File: config.mk
export PLATFORM = sky130hd
export DESIGN_NAME = io_timer_irq
export DESIGN_NICKNAME = d
export VERILOG_FILES = /design/src/rtl/io_timer_irq.sv
export SDC_FILE = /design/constraint.sdc
export NUM_CORES = 1
export LEC_CHECK = 0
export BUFFER_PORTS_ARGS = -buffer_cell sky130_fd_sc_hd__buf_4
export CORE_MARGIN = 2
export CORE_UTILIZATION = 64
export CTS_BUF_LIST = sky130_fd_sc_hd__clkbuf_16
export CTS_CLUSTER_DIAMETER = 120
export CTS_CLUSTER_SIZE = 28
export DETAILED_ROUTE_END_ITERATION = 6
export PLACE_DENSITY = 0.85
export SKIP_CTS_REPAIR_TIMING = 1
export SLEW_MARGIN = 20
export SYNTH_ARGS = -nofsm -noshare
export SYNTH_HDL_FRONTEND = slang
export SYNTH_SLANG_ARGS = --single-unit
File: constraint.sdc
create_clock -name clk -period 4.7 [get_ports clk]
set_input_delay 1.175 -clock clk [delete_from_list [all_inputs] [get_ports clk]]
set_output_delay 1.175 -clock clk [all_outputs]
set_load 0.02 [all_outputs]
File: src/rtl/io_timer_irq.sv
// Bus-mapped 16-bit down-counter with reload latch, sticky timer/NMI flags,
// a registered read port and level irq/nmi outputs.
module io_timer_irq #(
    parameter logic [15:0] RESET_LATCH = 16'hFFFF
) (
    input  logic       clk,
    input  logic       reset,
    input  logic       ready,
    input  logic       cs,
    input  logic [2:0] addr,
    input  logic       write,
    input  logic [7:0] data_i,
    output logic [7:0] data_o,
    output logic       irq,
    output logic       nmi
);

    localparam logic [2:0] A_TLO  = 3'd0;
    localparam logic [2:0] A_THI  = 3'd1;
    localparam logic [2:0] A_CTRL = 3'd2;
    localparam logic [2:0] A_STAT = 3'd3;
    localparam logic [2:0] A_NMI  = 3'd4;

    logic [15:0] count_q, count_d;
    logic [15:0] latch_q, latch_d;
    logic        run_q, run_d;
    logic        cont_q, cont_d;
    logic        ien_q, ien_d;
    logic        tf_q, tf_d;
    logic        nf_q, nf_d;
    logic [7:0]  data_q, data_d;

    logic        wr_en;
    logic        rd_en;
    logic        tick;
    logic        underflow;
    logic [7:0]  rd_val;

    assign wr_en     = cs & ready & write;
    assign rd_en     = cs & ready & ~write;
    assign tick      = run_q & ready;
    assign underflow = tick & (count_q == 16'h0000);

    // Reads sample the state before this edge's update (pre-decrement count).
    always_comb begin
        rd_val = 8'h00;
        case (addr)
            A_TLO:   rd_val = count_q[7:0];
            A_THI:   rd_val = count_q[15:8];
            A_CTRL:  rd_val = {5'b0, ien_q, cont_q, run_q};
            A_STAT:  rd_val = {6'b0, nf_q, tf_q};
            default: rd_val = 8'h00;
        endcase
    end

    always_comb begin
        count_d = count_q;
        latch_d = latch_q;
        run_d   = run_q;
        cont_d  = cont_q;
        ien_d   = ien_q;
        tf_d    = tf_q;
        nf_d    = nf_q;
        data_d  = rd_en ? rd_val : data_q;

        if (tick) begin
            count_d = underflow ? latch_q : count_q - 16'd1;
        end
        if (underflow && !cont_q) begin
            run_d = 1'b0;
        end

        if (wr_en) begin
            case (addr)
                A_TLO: latch_d[7:0] = data_i;
                A_THI: begin
                    latch_d[15:8] = data_i;
                    if (!run_q) begin
                        count_d = {data_i, latch_q[7:0]};
                    end
                end
                // A CTRL write overrides the one-shot auto-stop on the same edge.
                A_CTRL: begin
                    if (!run_q && data_i[0]) begin
                        count_d = latch_q;
                    end
                    run_d  = data_i[0];
                    cont_d = data_i[1];
                    ien_d  = data_i[2];
                end
                A_STAT: begin
                    if (data_i[0]) tf_d = 1'b0;
                    if (data_i[1]) nf_d = 1'b0;
                end
                A_NMI:   nf_d = 1'b1;
                default: ;
            endcase
        end

        // Setting wins over a simultaneous write-one-to-clear.
        if (underflow) begin
            tf_d = 1'b1;
        end
    end

    always_ff @(posedge clk or negedge reset) begin
        if (!reset) begin
            count_q <= 16'hFFFF;
            latch_q <= RESET_LATCH;
            run_q   <= 1'b0;
            cont_q  <= 1'b0;
            ien_q   <= 1'b0;
            tf_q    <= 1'b0;
            nf_q    <= 1'b0;
            data_q  <= 8'h00;
        end else begin
            count_q <= count_d;
            latch_q <= latch_d;
            run_q   <= run_d;
            cont_q  <= cont_d;
            ien_q   <= ien_d;
            tf_q    <= tf_d;
            nf_q    <= nf_d;
            data_q  <= data_d;
        end
    end

    assign data_o = data_q;
    assign irq    = tf_q & ien_q;
    assign nmi    = nf_q;

endmodule

==> out/qor_table.md <==
| Metric | This run | Unit |
|:---|:---|:---|
| Syn Nets | 339 | - |
| Post-layout net count | 356 | - |
| Instance area after placement | 0.00308 | mm2 |
| Worst hold slack | 0.480 | ns |
| DRC violations left | 0 | - |
| Share of the synthesized area in the top cell type | 29.0 | % |
| Reported leakage power | 0.00130 | uW |
| Global-route wire length before repair | 13,100 | um |
| Global Route Usage Sum | 33.2 | % |
| Worst Skew | 0.00685 | ns |
| Crit path setup slack, layout | 2.03 | ns |
| Weighted congestion reported at the end of routability-driven placement | 1.04 | - |
| Clock Pin Slew Worst Setup and Hold Paths | 0.06 | ns |
| Top FF cell, synth | dfstp_2 | - |
| Number of flops mapped to enable cells by yosys | 0 | - |
| Async set-or-reset flop fraction in the synthesized netlist | 100 | % |
| Sort of element at the end of the critical path | register | - |
| Longest Clk Path Bufs | 2 | - |
| Headroom to the max-slew limit | 25.8 | % |
| Sequential power share | 48.5 | % |
| Number of antenna violations at the first check in global routing | 0 | - |
| Worst-skew pair later-pin latency | 0.29 | ns |
| Tcrit/Tclk final | 56.9 | % |
| Power Density | 476 | mW/mm2 |
| Sw frac | 38.2 | % |
| Area of the core | 0.00435 | mm2 |
| Post-synthesis register bit count | 45 | - |
| Post-synthesis cell type with the largest combined area | dfstp_2 | - |
| Outcome | completed | - |
| I/O pin count | 26 | - |
| Pre-Repair DR Iteration Count | 6 | - |
| Data arrival time at the worst-slack endpoint | 2.88 | ns |
| Portion of the post-synthesis area used by sequential elements | 40.3 | % |
| PortBufs | 25 | - |
| Via count | 2,740 | - |
| Number of max-slew violations in the final report | 0 | - |
| Layout Utilization | 74.0 | % |
| Number of cell instances on the worst register-to-register path | 5 | - |
| Largest net degree at the start of global routing | 46 | - |
| Final HPWL from detailed placement | 5860 | um |
| Top cells by area, synth | dfstp_2, dfrtp_1, nand2_1, o21ai_0, mux2i_1 | - |
| Class of the tightest hold or removal check | reg -> reg | - |
| Clock Tree Root | clkbuf_16 | - |
| DR iter-0 viols | 357 | - |
| Number of placement rows | 24 | - |
| Total clock sinks | 45 | - |
| DIE AREA | 0.00508 | mm2 |
| Type of the worst setup path | in -> reg | - |
| Maximum vdd drop | 0.281 | mV |
| Area of the mapped netlist | 0.00290 | mm2 |
| Vias per inst | 7.01 | - |
| Setup total negative slack | 0 | ns |
| Pre-CTS WS | 1.79 | ns |
| Number of cells traversed by the worst hold path | 2 | - |
| P_int | 949 | uW |
| Antenna diode count | 0 | - |
| Final instance area | 0.00322 | mm2 |
| Cell with the most instances after synthesis | nand2_1 | - |
| Worst-Margin Slew | 1.10 | ns |
| CP max FO | 13 | - |
| Height of the die | 71.3 | um |
| Number of antenna-violating nets in the routed design | 0 | - |
| Sw Pwr | 586 | uW |
| Final global-route overflow total | 0 | - |
| Setup repair after global routing missed its margin | false | - |
| Initial core utilization | 66.5 | % |
| Synthesized area per cell | 9.02 | um2 |
| Final count of negative-setup-slack endpoints | 0 | - |
| Time the worst path needs with I/O delays and setup | 2.67 | ns |
| Share of cells above drive strength 1 | 25.1 | % |
| Maxcap violations | 0 | - |
| CTS H-tree depth | 2 | - |
| Die span in x | 71.3 | um |
| DR WL/cell | 20.4 | um |
| Relative contribution of the clock network to total power | 21.7 | % |
| Clock buffers created by TritonCTS | 5 | - |
| Synth warn | 0 | - |
| Data required time at the worst endpoint | 4.90 | ns |
| Post-synth top cells | nand2_1, dfstp_2, o21ai_0 | - |
| Max Freq | 374 | MHz |
| Mapped Cells | 321 | - |
| Proportion of power drawn by combinational gates | 29.8 | % |
| Via count of the first global-routing pass | 2,557 | - |
| Critical path startpoint category | input pin | - |
| Number of endpoints with negative hold slack in the final report | 0 | - |
| CTS tree | yes | - |
| Number of distinct library cells after synthesis | 57 | - |
| Wire length after detailed routing | 7980 | um |
| Layout Area Growth over Synthesis | 11.3 | % |
[final timing paths]
check                            start     endpoint  slack (ns)
max                            addr[1]  count_q[15]        2.03
min                        latch_q[15]  latch_q[15]        0.48
max reg2reg                      run_q   count_q[7]        2.14
min reg2reg                latch_q[15]  latch_q[15]        0.48
max in group asynchronous        reset  count_q[14]        3.43
min in group asynchronous        reset    data_o[0]        0.87
[final cells by class]
cell class | count | area (um2)
clock inverters | 3 | 13.8
multi-input cells | 251 | 1630
repair buffers | 25 | 188
clock buffers | 5 | 125
fillers | 323 | 1130
flip-flops and latches | 45 | 1170
inverters | 10 | 37.5
well taps | 52 | 65.1
[state kept, by name, indices dropped and copies added, names as in the netlist]
signal   count
count_q     16
latch_q     16
data_o       8
cont_q       1
ien_q        1
nmi          1
run_q        1
tf_q         1
[worst max-delay path, cell delays in order]
cell	delay, ns
buf_4	0.16
nor2_1	0.35
and3_1	0.53
a21oi_1	0.12
or4_1	0.44
o211ai_1	0.10
[metrics by stage]
stage	power (uW)	instances
6_report	1530	391
5_1_grt	1610	391
4_1_cts	1520	391
3_5_place_dp	1180	383
3_3_place_gp	1170	383
2_1_floorplan	1020	321
[cells in the final DEF, fill, tap and decap left out, drive strengths merged, types with 6 or more instances in the layout]
cell type  count
mux2           7
o21ai         32
dfstp         32
mux2i         12
inv           11
dfrtp         13
nand3         12
nor3           7
nor2          20
buf           25
nor4           7
nand2         48
a21oi         23
a211oi         6
[power groups by stage]
stage / clock network, uW / registers [uW] / logic (uW)
finish: 333 / 745 / 457
global placement: 0 / 738 / 435
global route: 349 / 755 / 503
detailed placement: 0 / 737 / 444
CTS: 337 / 732 / 448
floorplan: 0 / 651 / 373
[cell families (layout without fill, tap and decap cells)]
group,count (synthesis),in the layout,share of synthesized area [%]
buf+inv,25,43,3.54
mux,21,21,8.42
xor+xnor,2,2,0.605
compound gates,100,100,22.2
simple gates,126,126,24.1
fa+ha+maj,2,2,0.864
flops,45,45,40.3
[metal layers]
| metal | part of all wire [%] | global-route usage (%) | routed length [um] |
|---|---|---|---|
| met2 | 45 | 49.4 | 3580 |
| met4 | 3.4 | 13.0 | 272 |
| met1 | 43 | 49.3 | 3420 |
| met5 | 0 | 0 | 0 |
| met3 | 9.0 | 4.78 | 718 |
(Power assumes the default switching activity.)
